## src/rtl/mc_pkg.sv

```systemverilog
// Shared types and encodings for the multi-cycle RV32I main control FSM.
// The optional I-type path is enabled with the MC_ITYPE_EN macro.
package mc_pkg;

  typedef enum logic [3:0] {
    S_IDLE,
    S_FETCH,
    S_DECODE,
    S_MEM_ADR,
    S_MEM_READ,
    S_MEM_WB,
    S_MEM_WRITE,
    S_EXEC_R,
    S_EXEC_I,
    S_ALU_WB,
    S_BRANCH,
    S_TRAP
  } state_t;

  localparam logic [6:0] OP_LOAD   = 7'b0000011;
  localparam logic [6:0] OP_STORE  = 7'b0100011;
  localparam logic [6:0] OP_RTYPE  = 7'b0110011;
  localparam logic [6:0] OP_BRANCH = 7'b1100011;
  localparam logic [6:0] OP_ITYPE  = 7'b0010011;

  localparam logic [1:0] ALU_ADD   = 2'b00;
  localparam logic [1:0] ALU_SUB   = 2'b01;
  localparam logic [1:0] ALU_FUNCT = 2'b10;

  localparam logic [1:0] SRCA_PC    = 2'b00;
  localparam logic [1:0] SRCA_OLDPC = 2'b01;
  localparam logic [1:0] SRCA_REG   = 2'b10;

  localparam logic [1:0] SRCB_REG  = 2'b00;
  localparam logic [1:0] SRCB_IMM  = 2'b01;
  localparam logic [1:0] SRCB_FOUR = 2'b10;

  localparam logic [1:0] RES_ALUOUT = 2'b00;
  localparam logic [1:0] RES_MEM    = 2'b01;
  localparam logic [1:0] RES_ALU    = 2'b10;

  typedef struct packed {
    logic load;
    logic store;
    logic rtype;
    logic branch;
    logic itype;
  } iclass_t;

  typedef struct packed {
    logic       mem_req;
    logic       mem_we;
    logic       adr_src;
    logic       ir_write;
    logic       pc_write;
    logic       reg_write;
    logic [1:0] alu_src_a;
    logic [1:0] alu_src_b;
    logic [1:0] alu_op;
    logic       funct7_mask;
    logic [1:0] result_src;
    logic       illegal;
    logic       instr_retired;
  } ctrl_t;

endpackage

```

## src/rtl/mc_opcode_decode.sv

```systemverilog
// Opcode to one-hot instruction class plus legal bit.
// I-type is only recognised when MC_ITYPE_EN is defined.
module mc_opcode_decode
  import mc_pkg::*;
(
  input  logic [6:0] opcode,
  output iclass_t    cls,
  output logic       legal
);

  always_comb begin
    cls        = '0;
    cls.load   = (opcode == OP_LOAD);
    cls.store  = (opcode == OP_STORE);
    cls.rtype  = (opcode == OP_RTYPE);
    cls.branch = (opcode == OP_BRANCH);
`ifdef MC_ITYPE_EN
    cls.itype  = (opcode == OP_ITYPE);
`endif
    legal      = |cls;
  end

endmodule

```

## src/rtl/multicycle_control.sv

```systemverilog
// Main control FSM for the multi-cycle RV32I core.
// Define MC_ITYPE_EN to add the EXEC_I state (addi/ori/andi).
module multicycle_control
  import mc_pkg::*;
#(
  parameter bit RESET_STATE_FETCH = 1'b1
) (
  input  logic       clk,
  input  logic       rst_n,
  input  logic [6:0] opcode,
  input  logic       zero,
  input  logic       mem_ready,
  output logic       mem_req,
  output logic       mem_we,
  output logic       adr_src,
  output logic       ir_write,
  output logic       pc_write,
  output logic       reg_write,
  output logic [1:0] alu_src_a,
  output logic [1:0] alu_src_b,
  output logic [1:0] aluOP,
  output logic       funct7_mask,
  output logic [1:0] result_src,
  output logic       illegal,
  output logic       instr_retired
);

  localparam state_t RST_STATE =
    RESET_STATE_FETCH ? S_FETCH : S_IDLE;

  state_t  state;
  iclass_t cls;
  logic    legal;
  ctrl_t   c;

  mc_opcode_decode u_dec (
    .opcode (opcode),
    .cls    (cls),
    .legal  (legal)
  );

`ifndef MC_ITYPE_EN
  logic unused_itype;
  assign unused_itype = cls.itype;
`endif

  always_ff @(posedge clk or negedge rst_n) begin
    if (!rst_n) begin
      state <= RST_STATE;
    end else begin
      unique case (state)
        S_IDLE:  state <= S_FETCH;
        S_FETCH: if (mem_ready) state <= S_DECODE;
        S_DECODE: begin
          unique case (1'b1)
            !legal:             state <= S_TRAP;
            cls.load, cls.store: state <= S_MEM_ADR;
            cls.rtype:          state <= S_EXEC_R;
            cls.branch:         state <= S_BRANCH;
`ifdef MC_ITYPE_EN
            cls.itype:          state <= S_EXEC_I;
`endif
            default:            state <= S_TRAP;
          endcase
        end
        S_MEM_ADR:
          state <= cls.store ? S_MEM_WRITE : S_MEM_READ;
        S_MEM_READ: if (mem_ready) state <= S_MEM_WB;
        S_MEM_WB:   state <= S_FETCH;
        S_MEM_WRITE: if (mem_ready) state <= S_FETCH;
        S_EXEC_R:   state <= S_ALU_WB;
`ifdef MC_ITYPE_EN
        S_EXEC_I:   state <= S_ALU_WB;
`endif
        S_ALU_WB:   state <= S_FETCH;
        S_BRANCH:   state <= S_FETCH;
        S_TRAP:     state <= S_TRAP;
        default:    state <= S_TRAP;
      endcase
    end
  end

  // Moore decode; reset also masks outputs so an in-flight
  // request is dropped the moment rst_n falls.
  always_comb begin
    c = '0;
    unique case (state)
      S_FETCH: begin
        c.mem_req   = 1'b1;
        c.alu_src_a = SRCA_PC;
        c.alu_src_b = SRCB_FOUR;
        c.alu_op    = ALU_ADD;
        c.ir_write  = mem_ready;
        c.pc_write  = mem_ready;
      end
      S_DECODE: begin
        c.alu_src_a = SRCA_OLDPC;
        c.alu_src_b = SRCB_IMM;
        c.alu_op    = ALU_ADD;
      end
      S_MEM_ADR: begin
        c.alu_src_a = SRCA_REG;
        c.alu_src_b = SRCB_IMM;
        c.alu_op    = ALU_ADD;
      end
      S_MEM_READ: begin
        c.mem_req = 1'b1;
        c.adr_src = 1'b1;
      end
      S_MEM_WB: begin
        c.reg_write     = 1'b1;
        c.result_src    = RES_MEM;
        c.instr_retired = 1'b1;
      end
      S_MEM_WRITE: begin
        c.mem_req       = 1'b1;
        c.mem_we        = 1'b1;
        c.adr_src       = 1'b1;
        c.instr_retired = mem_ready;
      end
      S_EXEC_R: begin
        c.alu_src_a = SRCA_REG;
        c.alu_src_b = SRCB_REG;
        c.alu_op    = ALU_FUNCT;
      end
`ifdef MC_ITYPE_EN
      S_EXEC_I: begin
        c.alu_src_a   = SRCA_REG;
        c.alu_src_b   = SRCB_IMM;
        c.alu_op      = ALU_FUNCT;
        c.funct7_mask = 1'b1;
      end
`endif
      S_ALU_WB: begin
        c.reg_write     = 1'b1;
        c.result_src    = RES_ALUOUT;
        c.instr_retired = 1'b1;
      end
      S_BRANCH: begin
        c.alu_src_a     = SRCA_REG;
        c.alu_src_b     = SRCB_REG;
        c.alu_op        = ALU_SUB;
        c.result_src    = RES_ALUOUT;
        c.pc_write      = zero;
        c.instr_retired = 1'b1;
      end
      S_TRAP:  c.illegal = 1'b1;
      default: c = '0;
    endcase
    if (!rst_n) c = '0;
  end

  assign mem_req       = c.mem_req;
  assign mem_we        = c.mem_we;
  assign adr_src       = c.adr_src;
  assign ir_write      = c.ir_write;
  assign pc_write      = c.pc_write;
  assign reg_write     = c.reg_write;
  assign alu_src_a     = c.alu_src_a;
  assign alu_src_b     = c.alu_src_b;
  assign aluOP         = c.alu_op;
  assign funct7_mask   = c.funct7_mask;
  assign result_src    = c.result_src;
  assign illegal       = c.illegal;
  assign instr_retired = c.instr_retired;

endmodule

```

## config.mk

```make
export PLATFORM = sky130hd
export DESIGN_NAME = multicycle_control
export DESIGN_NICKNAME = d
export VERILOG_FILES = /design/src/rtl/mc_pkg.sv /design/src/rtl/mc_opcode_decode.sv /design/src/rtl/multicycle_control.sv
export SDC_FILE = /design/constraint.sdc
export NUM_CORES = 1
export LEC_CHECK = 0
export BUFFER_PORTS_ARGS = -buffer_cell sky130_fd_sc_hd__buf_4
export CAP_MARGIN = 20
export CORE_ASPECT_RATIO = 1.25
export CORE_MARGIN = 5
export CORE_UTILIZATION = 34
export DETAILED_ROUTE_END_ITERATION = 6
export PLACE_DENSITY_LB_ADDON = 0.2
export SYNTH_ARGS = -nofsm -noshare
export SYNTH_HDL_FRONTEND = slang
export SYNTH_SLANG_ARGS = --single-unit
export TNS_END_PERCENT = 20
```

## constraint.sdc

```tcl
create_clock -name clk -period 1.45 [get_ports clk]
set_input_delay 0.2175 -clock clk [delete_from_list [all_inputs] [get_ports clk]]
set_output_delay 0.2175 -clock clk [all_outputs]
set_load 0.03 [all_outputs]
```

==> Implementation_results.wiki <==
{| class="wikitable"
! Metric !! Value
|-
| Die Width || 46.60 µm
|-
| Height of the die || 55.75 µm
|-
| Post-route clock period utilization || 121.1%
|-
| Final non-filler cell area || 874.6 µm²
|-
| Beginning of the worst hold path || opcode[4]
|-
| Post-route DRC violation count || 0
|-
| Reg clk slew, reported paths || 0.04 ns
|-
| Layout overhead on the synthesized area || 53.63%
|-
| Seq/Total Area, Yosys || 17.80%
|-
| First-pass GRT wire length || 2.656 mm
|-
| Number of H-tree branching levels || 1
|-
| Unrepaired setup endpoints after global routing || true
|-
| Total length of routed wires || 1.612 mm
|-
| Leakage || 0.3917 nW
|-
| Worst Setup Slack, final || -0.3061 ns
|-
| Average wire per standard cell || 13.32 µm
|-
| Maximum clock rate || 569.5 MHz
|-
| Area of the core region || 0.001582 mm²
|-
| Minimum clock period after layout || 1.756 ns
|-
| Leading cell type in the layout, fill and taps excluded || buf_4
|-
| Number of setup violations in the final report || 14
|-
| Worst EP arrival || 1.54 ns
|-
| Placed Cells || 115
|-
| Clk_skew || 0.006327 ns
|-
| Port Buffer Count || 25
|-
| Antenna viol nets, final || 0
|-
| Final Hold Violating Endpoints || 0
|-
| Worst reg2reg path depth || 4
|-
| Max VDD drop || 0.3546 mV
|-
| HPWL after DPL || 1.270 mm
|-
| Placement Cell Area || 787.0 µm²
|-
| Final hold slack || 0.2427 ns
|-
| Total power draw || 0.0003208 W
|-
| Cell Count, Final, Fillers Out || 121
|-
| Slew Viols, Final || 0
|-
| Via density || 5.273
|-
| Boundary Pins || 28
|-
| Mean area per synthesized cell || 8.133 µm²
|-
| Num Clock Sinks || 4
|-
| Kind of start point of the critical path || flip-flop
|-
| #FFs+latches synth || 4
|-
| Initial standard-cell utilization of the core || 36.00%
|-
| Max-cap check violation count || 0
|-
| Number of clock buffers inserted by TritonCTS || 3
|-
| Std cell rows || 16
|-
| Failing checks || setup timing
|-
| Vias in the first global route || 609
|-
| Global placement routability congestion || 0.8102
|-
| Top Registers || state (4)
|-
| Hold Path Stages || 2
|-
| Maximum number of pins on one net before global-route repair || 11
|-
| Commonest cells after routing, fill and taps aside || 26 x buf_4, 8 x buf_6, 5 x nand2_1
|-
| Area of the mapped netlist || 569.3 µm²
|-
| Worst setup path startpoint || state[0]$_DFFE_PN1P_
|-
| Global-route total usage across every layer || 13.53%
|-
| Hold path endpoint || state[0]$_DFFE_PN1P_
|-
| Number of antenna violations at the first check in global routing || 0
|-
| Start-to-end type of the worst setup path || reg -> out
|-
| Diodes inserted || 0
|-
| Clock Tree Buf Depth || 2
|-
| Latest clock arrival within the worst-skew pair || 0.24 ns
|-
| Register with the highest flop count || state
|-
| Run status || finished, violations left
|-
| Flip-flop count of the largest register after layout || 4
|-
| Clk root buf || clkbuf_4
|-
| Proportion of layout cells with a drive suffix above 1 || 50.49%
|-
| Reg2Reg Setup Slack || 0.11 ns
|-
| Number of distinct library cell variants in the gate-level netlist after synthesis || 38
|-
| Power density of the placed cells || 366.8 mW/mm²
|-
| Yosys Warn Count || 0
|-
| TritonCTS clock tree || yes
|-
| CP required || 1.23 ns
|-
| Type of destination of the critical path || primary output
|-
| First drt pass iteration count || 4
|-
| Startpoint of the worst-slack reg-to-reg timing path || state[0]$_DFFE_PN1P_
|-
| Path class of the lowest-slack min-delay path || in -> reg
|-
| First DRT Iteration DRCs || 4
|-
| Fillers || 164
|-
| Overflow left after global routing || 0
|-
| Post-route setup TNS || -2.628 ns
|-
| Post-synthesis instance total || 70
|-
| Final net count || 115
|-
| Capture point of the worst reg-to-reg path || state[1]$_DFFE_PN0P_
|-
| Total via count after detailed routing || 638
|-
| Worst-path fanout max || 6
|-
| Floorplan die area || 0.002598 mm²
|}
[cells by family (layout without fill, tap and decap cells)]
| kind of cell | after synthesis | count (layout) | share of synthesized area, % |
|---|---|---|---|
| AOI/OAI and AO/OA | 14 | 14 | 16.70 |
| and+or+nand+nor | 42 | 42 | 49.67 |
| DFF | 4 | 4 | 17.80 |
| xor gates and xnor gates | 1 | 1 | 1.539 |
| muxes | 1 | 1 | 1.758 |
| buffers and inverters | 7 | 39 | 11.87 |
| other | 1 | 2 | 0.6587 |
[per-stage QoR]
stage | setup WS [ns] | util [%]
after global routing | -0.3604 | 55.30
after detailed placement | -0.05340 | 49.76
after CTS | -0.2974 | 53.64
after global placement | -0.05010 | 49.76
after floorplan | -0.1460 | -
final | -0.3061 | 55.30
[metal layers]
metal  track usage [%]  routed length [µm]  vias up
li1                  -                   -      313
met1             15.50                 611      295
met2             22.24                 826       28
met3             3.883                 148        2
met4             5.691                  25        0
met5                 0                   0        -
[how the worst max path moves through the flow]
| stage | to | slack (ns) |
|---|---|---|
| after floorplan | aluOP[1] | -0.15 |
| after global placement | pc_write | -0.05 |
| after detailed placement | pc_write | -0.05 |
| after CTS | pc_write | -0.30 |
| after global routing | pc_write | -0.36 |
| final | pc_write | -0.31 |
[timing repair]
item / 4_1_cts / 5_1_grt
setup endpoints to repair: 14 / 15
setup buffers: 0 / 1
endpoints found under the hold margin: 4 / 0
pin swaps: 3 / 2
hold buffers: 1 / 0
resized for setup: 7 / 5
[synthesized netlist by cell type]
| library cell | n | share of area [%] |
|---|---|---|
| o21a_1 | 1 | 1.3 |
| nand2_4 | 1 | 2.0 |
| a311oi_1 | 1 | 1.5 |
| or2b_1 | 1 | 1.3 |
| and2b_1 | 2 | 2.6 |
| nand2_1 | 5 | 3.3 |
| mux2i_1 | 1 | 1.8 |
| dfrtp_1 | 3 | 13 |
| a21o_1 | 1 | 1.3 |
| o31a_1 | 1 | 1.5 |
| nand2b_1 | 2 | 2.2 |
| nor2_1 | 5 | 3.3 |
| and3_4 | 1 | 2.0 |
| a2bb2oi_1 | 1 | 1.5 |
| or2_2 | 2 | 2.2 |
| nor2_2 | 1 | 1.1 |
| dfstp_2 | 1 | 4.6 |
| nor4b_2 | 1 | 2.6 |
| nand3_1 | 1 | 0.88 |
| o211ai_1 | 1 | 1.3 |
| buf_6 | 4 | 7.9 |
| nor3_1 | 2 | 1.8 |
| buf_4 | 3 | 4.0 |
| a22o_1 | 1 | 1.5 |
| nor3b_2 | 1 | 2.2 |
| xnor2_1 | 1 | 1.5 |
| nor2b_1 | 2 | 2.2 |
| nand3b_1 | 3 | 4.0 |
| o21ai_0 | 3 | 2.6 |
| a31oi_1 | 2 | 2.2 |
| nor3b_1 | 2 | 2.6 |
| nand4_1 | 1 | 1.1 |
| nor3_2 | 2 | 3.5 |
| and3_1 | 3 | 3.3 |
| and2_1 | 3 | 3.3 |
| a21oi_1 | 2 | 1.8 |
| and4bb_2 | 1 | 2.2 |
| conb_1 | 1 | 0.66 |
[where the power goes]
| part | internal, W | leakage (nW) | switching (W) |
|---|---|---|---|
| Combinational | 0.0000259 | 0.335 | 0.0000277 |
| Sequential | 0.000112 | 0.0417 | 0 |
| Clock | 0.000104 | 0.0150 | 0.0000514 |
| Total | 0.000242 | 0.392 | 0.0000790 |
[critical path: stages (launching register included)]
cell	delay (ns)
dfstp_2	0.60
and2b_1	0.22
and3_4	0.17
a22o_1	0.18
buf_6	0.14
[final cells by class]
class,instances,area (µm²),share of cell area (%)
clock buffers,4,26.28,3.004
flip-flops and latches,4,102.6,11.73
well taps,18,22.52,2.575
repair buffers,35,295.3,33.76
multi-input cells,60,427.9,48.93
Note: power is estimated with default switching activity, not from simulation.
